<file path="src/rtl/cpu_types_pkg.sv">
// Shared CPU/memory types: RAM word, RAM handshake state and RAM-port arbiter definitions.
package cpu_types_pkg;

  typedef logic [31:0] word_t;

  typedef enum logic [1:0] {
    FREE   = 2'd0,
    BUSY   = 2'd1,
    ACCESS = 2'd2,
    ERROR  = 2'd3
  } ramstate_t;

  typedef logic [1:0] arb_state_t;
  localparam arb_state_t IDLE    = 2'd0;
  localparam arb_state_t ISSUE   = 2'd1;
  localparam arb_state_t RELEASE = 2'd2;

  localparam int REQ_I0 = 0;
  localparam int REQ_D0 = 1;
  localparam int REQ_I1 = 2;
  localparam int REQ_D1 = 3;

endpackage

</file>
<file path="src/rtl/rr_pick.sv">
// Round-robin picker: first set bit of pend at or after start, wrapping (NREQ must be a power of two).
module rr_pick #(
  parameter int NREQ = 4,
  parameter int GW   = $clog2(NREQ)
) (
  input  logic [NREQ-1:0] pend,
  input  logic [GW-1:0]   start,
  output logic [GW-1:0]   idx,
  output logic            found
);

  logic [GW-1:0] k;

  always_comb begin
    found = 1'b0;
    idx   = '0;
    k     = '0;
    for (int i = 0; i < NREQ; i++) begin
      k = start + GW'(i);
      if (!found && pend[k]) begin
        found = 1'b1;
        idx   = k;
      end
    end
  end

endmodule

</file>
<file path="src/rtl/ram_port_arbiter.sv">
// Single RAM port shared by all cache requesters: data before instruction, round-robin per class,
// starvation override for instruction fetches; grant is held until the RAM access completes.
module ram_port_arbiter
  import cpu_types_pkg::*;
#(
  parameter int NREQ         = 4,
  parameter int STARVE_LIMIT = 8
) (
  input  logic                  CLK,
  input  logic                  RST,
  input  logic [NREQ-1:0]       req_ren,
  input  logic [NREQ-1:0]       req_wen,
  input  word_t [NREQ-1:0]      req_addr,
  input  word_t [NREQ-1:0]      req_store,
  output logic [NREQ-1:0]       req_wait,
  output word_t                 req_load,
  output logic                  ramREN,
  output logic                  ramWEN,
  output word_t                 ramaddr,
  output word_t                 ramstore,
  input  word_t                 ramload,
  input  ramstate_t             ramstate,
  output logic [$clog2(NREQ)-1:0] grant_id,
  output logic                  busy
);

  localparam int GW = $clog2(NREQ);
  localparam int SW = $clog2(STARVE_LIMIT + 1);

  arb_state_t    state_q, state_d;
  logic [GW-1:0] grant_q, grant_d;
  logic [GW-1:0] rr_dat_q, rr_dat_d;
  logic [GW-1:0] rr_ins_q, rr_ins_d;
  logic [SW-1:0] starve_q [NREQ];
  logic [SW-1:0] starve_d [NREQ];

  logic [NREQ-1:0] pend, pend_dat, pend_ins;
  logic [GW-1:0]   dat_idx, ins_idx, starve_idx, winner;
  logic            dat_found, ins_found, starve_hit;

  // Write enables only mean something on odd (data) requesters.
  always_comb begin
    pend     = '0;
    pend_dat = '0;
    pend_ins = '0;
    for (int k = 0; k < NREQ; k++) begin
      if ((k % 2) == 1) begin
        pend[k]     = req_ren[k] | req_wen[k];
        pend_dat[k] = pend[k];
      end else begin
        pend[k]     = req_ren[k];
        pend_ins[k] = pend[k];
      end
    end
  end

  rr_pick #(.NREQ(NREQ), .GW(GW)) u_pick_dat (
    .pend  (pend_dat),
    .start (rr_dat_q),
    .idx   (dat_idx),
    .found (dat_found)
  );

  rr_pick #(.NREQ(NREQ), .GW(GW)) u_pick_ins (
    .pend  (pend_ins),
    .start (rr_ins_q),
    .idx   (ins_idx),
    .found (ins_found)
  );

  // Descending scan so the lowest starved instruction requester ends up selected.
  always_comb begin
    starve_hit = 1'b0;
    starve_idx = '0;
    for (int k = NREQ - 2; k >= 0; k -= 2) begin
      if (pend[k] && starve_q[k] == SW'(STARVE_LIMIT)) begin
        starve_hit = 1'b1;
        starve_idx = GW'(k);
      end
    end
    if (starve_hit)
      winner = starve_idx;
    else if (dat_found)
      winner = dat_idx;
    else
      winner = ins_idx;
  end

  always_comb begin
    state_d  = state_q;
    grant_d  = grant_q;
    rr_dat_d = rr_dat_q;
    rr_ins_d = rr_ins_q;
    starve_d = starve_q;
    ramREN   = 1'b0;
    ramWEN   = 1'b0;
    ramaddr  = '0;
    ramstore = '0;
    req_wait = '1;
    req_load = '0;
    case (state_q)
      IDLE: begin
        if (|pend) begin
          grant_d = winner;
          state_d = ISSUE;
        end
      end
      ISSUE: begin
        ramaddr  = req_addr[grant_q];
        ramstore = req_store[grant_q];
        ramWEN   = grant_q[0] & req_wen[grant_q];
        ramREN   = req_ren[grant_q] & ~ramWEN;
        if (!pend[grant_q]) begin
          state_d = IDLE;
        end else if (ramstate == ACCESS) begin
          req_wait[grant_q] = 1'b0;
          req_load          = ramload;
          state_d           = RELEASE;
        end
      end
      RELEASE: begin
        state_d = IDLE;
        if (grant_q[0])
          rr_dat_d = grant_q + GW'(2);
        else
          rr_ins_d = grant_q + GW'(2);
        for (int k = 0; k < NREQ; k += 2) begin
          if (GW'(k) == grant_q || !pend[k])
            starve_d[k] = '0;
          else if (starve_q[k] != SW'(STARVE_LIMIT))
            starve_d[k] = starve_q[k] + SW'(1);
        end
      end
      default: state_d = IDLE;
    endcase
  end

  always_ff @(posedge CLK or posedge RST) begin
    if (RST) begin
      state_q  <= IDLE;
      grant_q  <= '0;
      rr_dat_q <= '0;
      rr_ins_q <= '0;
      for (int k = 0; k < NREQ; k++) starve_q[k] <= '0;
    end else begin
      state_q  <= state_d;
      grant_q  <= grant_d;
      rr_dat_q <= rr_dat_d;
      rr_ins_q <= rr_ins_d;
      starve_q <= starve_d;
    end
  end

  assign grant_id = grant_q;
  assign busy     = (state_q == ISSUE);

endmodule
</file>
<file path="config.mk">
export PLATFORM = sky130hd
export DESIGN_NAME = ram_port_arbiter
export DESIGN_NICKNAME = d
export VERILOG_FILES = /design/src/rtl/cpu_types_pkg.sv /design/src/rtl/rr_pick.sv /design/src/rtl/ram_port_arbiter.sv
export SDC_FILE = /design/constraint.sdc
export NUM_CORES = 1
export LEC_CHECK = 0
export ABC_CLOCK_PERIOD_IN_PS = 1800
export BUFFER_PORTS_ARGS = -buffer_cell sky130_fd_sc_hd__buf_2
export CORE_AREA = 2 2 160 162
export CTS_BUF_LIST = sky130_fd_sc_hd__clkbuf_8
export CTS_CLUSTER_DIAMETER = 30
export DETAILED_ROUTE_END_ITERATION = 8
export DIE_AREA = 0 0 162 164
export PLACE_DENSITY = 0.39
export SLEW_MARGIN = 10
export SYNTH_ARGS = -nofsm -noshare
export SYNTH_HDL_FRONTEND = slang
export SYNTH_HIERARCHICAL = 1
export SYNTH_SLANG_ARGS = --single-unit
</file>
<file path="constraint.sdc">
create_clock -name CLK -period 1.8 [get_ports CLK]
set_input_delay 0.27 -clock CLK [delete_from_list [all_inputs] [get_ports CLK]]
set_output_delay 0.27 -clock CLK [all_outputs]
set_load 0.05 [all_outputs]
</file>
==> results of run 1 <==
## state kept, by name (all words and copies together), names as in the netlist
register and count:
state_q 2, grant_id 2, rr_dat_q 2, starve_q 8
rr_ins_q 2
## final timing paths
kind                       depth (start not counted)           end        start
max in group asynchronous                          3   grant_id[0]          RST
min reg2reg                                        1   rr_dat_q[0]  rr_dat_q[0]
min in group CLK                                   4    state_q[0]   req_ren[2]
min                                                3   starve_q[5]          RST
max                                                6  req_load[22]  grant_id[0]
max reg2reg                                        6    state_q[0]  grant_id[0]
## metrics by stage
stage | cell area, sq um | power (mW) | TNS (ps) | utilization | setup slack, ps
after floorplan | 4120 | 8.72 | -15570 | - | -371
after global placement | 6920 | 11.4 | -15870 | 0.279 | -245
after detailed placement | 6920 | 11.4 | -15690 | 0.279 | -251
after CTS | 7830 | 13.5 | -31720 | 0.315 | -392
after global routing | 8080 | 14.7 | -36540 | 0.325 | -440
final | 8080 | 14.0 | -30020 | 0.325 | -366
## critical path, delay by kind of cell (launching register included)
family,cells,cell delay (ps)
compound gates,1,260
buf+inv,3,550
flops,1,520
simple gates,2,310
## what timing repair did
action | CTS | global route
gates cloned | 2 | 5
pin swaps | 24 | 13
resized for setup | 238 | 27
endpoints found under the setup margin | 107 | 103
buffers inserted | 4 | 3
## report_power, final
group | leakage [nW] | switching, mW | total (mW) | internal [mW]
registers | 0.206 | 0.130 | 0.612 | 0.482
logic | 3.68 | 6.72 | 13.1 | 6.37
clock network | 0.0288 | 0.130 | 0.324 | 0.194
total | 3.91 | 6.98 | 14.0 | 7.04
## layout make-up
cell class | instances | area (sq um)
fill | 2603 | 16700
tap | 330 | 413
clock buffer | 4 | 55.1
antenna | 3 | 7.51
multi-input combinational | 266 | 3300
timing repair buffer | 465 | 3690
sequential | 16 | 408
inverter | 53 | 199
## metal layers
layer | part of all wire | track usage
met2 | 0.53 | 0.243
met5 | 0.00082 | 0
met1 | 0.40 | 0.166
met3 | 0.059 | 0.0212
met4 | 0.0020 | 0.0173
==> reports/metrics.csv, run 1 <==
metric,value,unit
status,"finished, violations left",
violations,setup timing,
drive_gt1_frac,0.808,
cts_sinks,16,
path_class,flip-flop to output port,
ir_worst_vdd,0.000964,V
synthToLayoutAreaGrowth,130,%
drt-initial-drc-count,184,
whs,13.3,ps
placementRows,58,
worstPathCellList,"buf_4, nor3b_1, o22a_4, clkbuf_16, nor3_4, buf_6",
dieWidth,162,um
antenna_found_initial,4,
critPathArrivalTime,1900,ps
layout_commonest_cell,buf_2,
avgRoutedWirePerCell,17.2,um
worstPathRequired,1530,ps
place_inst,1116,
grt_setup_unrepaired,true,
hp-class,input port to asynchronous set/reset pin,
final_cell_mix,"299 x buf_2, 74 x buf_6, 65 x mux4_2, 65 x and2_4, 50 x inv_1",
drt_first_pass_iters,4,
clock_skew,4.53,ps
syn_area_per_cell,9.86,sq um
fmax,0.462,GHz
r2r_slack,130,ps
htreeDepth,1,
dr_total_vias,4602,
finalSetupViolations,98,
crit_path_end_kind,output port,
drc,0,
slowest_delay,520,ps
layout_setup_ws,-366,ps
clockRootBuffer,clkbuf_8,
initial_core_util,0.141,
track_usage,0.132,
postCtsHoldBufs,0,
hold_viol,0,
hpwlAfterDp,16.4,mm
path_max_fanout,8,
overflow,0,
routed_via_density,4.05,
cp_slowest_cell,dfrtp_4,
p_leak,3.91,nW
final_max_slew_viol_count,0,
wl,19.6,mm
die_area,26600,sq um
insertion_delay,250,ps
tritoncts,done,
netlist_area,3510,sq um
io_buffers,402,
timing.final.crit_share,1.20,
grt_pass1_wl,27.3,mm
critPathLaunchType,flip-flop,
yosys_warnings,6,
synthCells,356,
io_pins,405,
clockBufferDepth,2,
path_clk_slew,70,ps
grt_max_degree,48,
gp_congestion,0.774,
fin_cells,1137,
numCtsBuffers,3,
core,24800,sq um
post-route-min-period,2170,ps
cap_violations,0,
fp.dieH,164,um
grt_pass1_vias,4689,
fin_nets,1109,
drtAntennaViolNets,0,
power.density,1740,nW/um^2
Note: power is estimated with default switching activity, not from simulation.
==> run 2, diff against run 1 <==
ABC_CLOCK_PERIOD_IN_PS = 2400   (was 1800)
clock period = 2.4 ns   (was 1.8 ns; I/O delays follow)
==> run 2 against run 1 <==
  * The flow now finishes without violations
  * Worst setup slack improved by 420 ps
  * Sequential power shrank 19%
  * Via count shrank 1.6%
  * Non-clock buffer count is 40 lower
  * Die area stayed put
  * Routed wire length decreased by 4.7%
  * Largest cell class is now multi-input gates
  * Critical path depth down 2
  * Design area fell by 18%
==> reports/metrics.csv, run 2 (synthesized netlist as in run 1, its figures left out) <==
metric,value,unit
gp_congestion,0.781,
final_cell_mix,"367 x buf_2, 65 x mux4_2, 65 x and2_1, 50 x inv_1, 43 x buf_4",
worst_slew_pin_slew,663,ps
htreeDepth,1,
critPathLaunchType,flip-flop,
hold_viol,0,
hpwlAfterDp,15.5,mm
gr-usage-met3,0.0232,
r2r-end,state_q[0],
wl,18.7,mm
drt_first_pass_iters,4,
r2r_start,grant_id[0],
timing.final.crit_share,0.977,
nFillCells,2746,
routed_via_density,4.13,
path_class,flip-flop to output port,
clockRootBuffer,clkbuf_8,
tritoncts,done,
drtAntennaViolNets,0,
antenna_found_initial,3,
io_pins,405,
ff_latch_area,408,sq um
overflow,0,
hp-class,input port to asynchronous set/reset pin,
multiInputGateArea,3090,sq um
grt_util_met1,0.156,
clockBufferDepth,2,
fmax,0.427,GHz
crit_path_end_kind,output port,
core,24800,sq um
die_area,26600,sq um
dr_total_vias,4527,
drive_gt1_frac,0.707,
final_max_slew_viol_count,0,
synthToLayoutAreaGrowth,89.5,%
critPathLaunch,grant_id[0],
numCtsBuffers,3,
p_leak,3.33,nW
grt_setup_unrepaired,true,
grt_max_degree,45,
track_usage,0.127,
crit_end,ramaddr[20],
busiest_layer,met2,
r2r_slack,710,ps
drt-initial-drc-count,208,
insertion_delay,250,ps
path_clk_slew,70,ps
ir_worst_vdd,0.000563,V
whs,196,ps
status,completed,
top_register,starve_q,
grt_pass1_vias,4563,
initial_core_util,0.141,
placementRows,58,
use_met2,0.239,
layout_commonest_cell,buf_2,
clock_skew,3.63,ps
grt_pass1_wl,26.4,mm
fp.dieH,164,um
ff2ff_path_depth,5,
setup_tns,0,ps
post-route-min-period,2340,ps
power.density,1190,nW/um^2
total_power,7.93,mW
dieWidth,162,um
finalSetupViolations,0,
worstPathRequired,2040,ps
fin_nets,1069,
critPathArrivalTime,1980,ps
cap_violations,0,
drc,0,
io_buffers,402,
relSlewSlack,0.557,
cts_sinks,16,
path_max_fanout,12,
avgRoutedWirePerCell,17.0,um
largest_reg_flops,8,
run 2: cell types whose count changed in the layout (fill, tap and decap cells not counted), moves of 14 or more:
cell / change
and2_1: +65
and2_4: -65
buf_12: -14
buf_2: +68
buf_4: +17
buf_6: -71
buf_8: -38
run 2: layout make-up:
class | instances | share of cell area
Inverter | 53 | 0.0307
Clock buffer | 4 | 0.00828
Antenna cell | 2 | 0.000752
Timing Repair Buffer | 425 | 0.372
Multi-Input combinational cell | 266 | 0.465
Sequential cell | 16 | 0.0613
Tap cell | 330 | 0.0621
run 2: how the worst min path moves through the flow:
| stage | endpoint | slack (ps) | cells after the start |
|---|---|---|---|
| final | starve_q[7] | 200 | 2 |
| after global routing | starve_q[13] | 250 | 2 |
| after CTS | starve_q[13] | 220 | 2 |
| after detailed placement | starve_q[13] | 500 | 2 |
| after global placement | starve_q[13] | 500 | 2 |
| after floorplan | grant_id[0] | 270 | 1 |
run 2: critical path, stage by stage (launching register included):
cell,delay (ps)
dfrtp_4,520
bufbuf_16,340
mux4_2,500
and2_1,170
buf_2,200
run 2: metal layers:
metal  routed length, um  part of all wire
met4                 189             0.010
met2                9790              0.52
met3                1280             0.069
met5                   9           0.00048
met1                7410              0.40
run 2: where the power goes:
group,internal (mW),switching [mW],total (mW)
Combinational,2.70,4.50,7.19
Clock,0.146,0.0959,0.241
Sequential,0.362,0.132,0.493
Total,3.20,4.72,7.93
run 2: through the flow:
stage / utilization / setup WS [ps] / cell area [sq um] / instances
after floorplan: - / -374 / 3870 / 368
after global placement: 0.253 / 139 / 6290 / 1081
after detailed placement: 0.253 / 193 / 6290 / 1081
after CTS: 0.261 / -30.7 / 6470 / 1086
after global routing: 0.268 / -18.7 / 6650 / 1096
final: 0.268 / 55.6 / 6650 / 1096
run 2: what timing repair did:
item	4_1_cts	5_1_grt
hold buffers	0	0
setup endpoints to repair	40	77
gates cloned	1	3
gates resized for setup	33	18
setup buffers	0	5
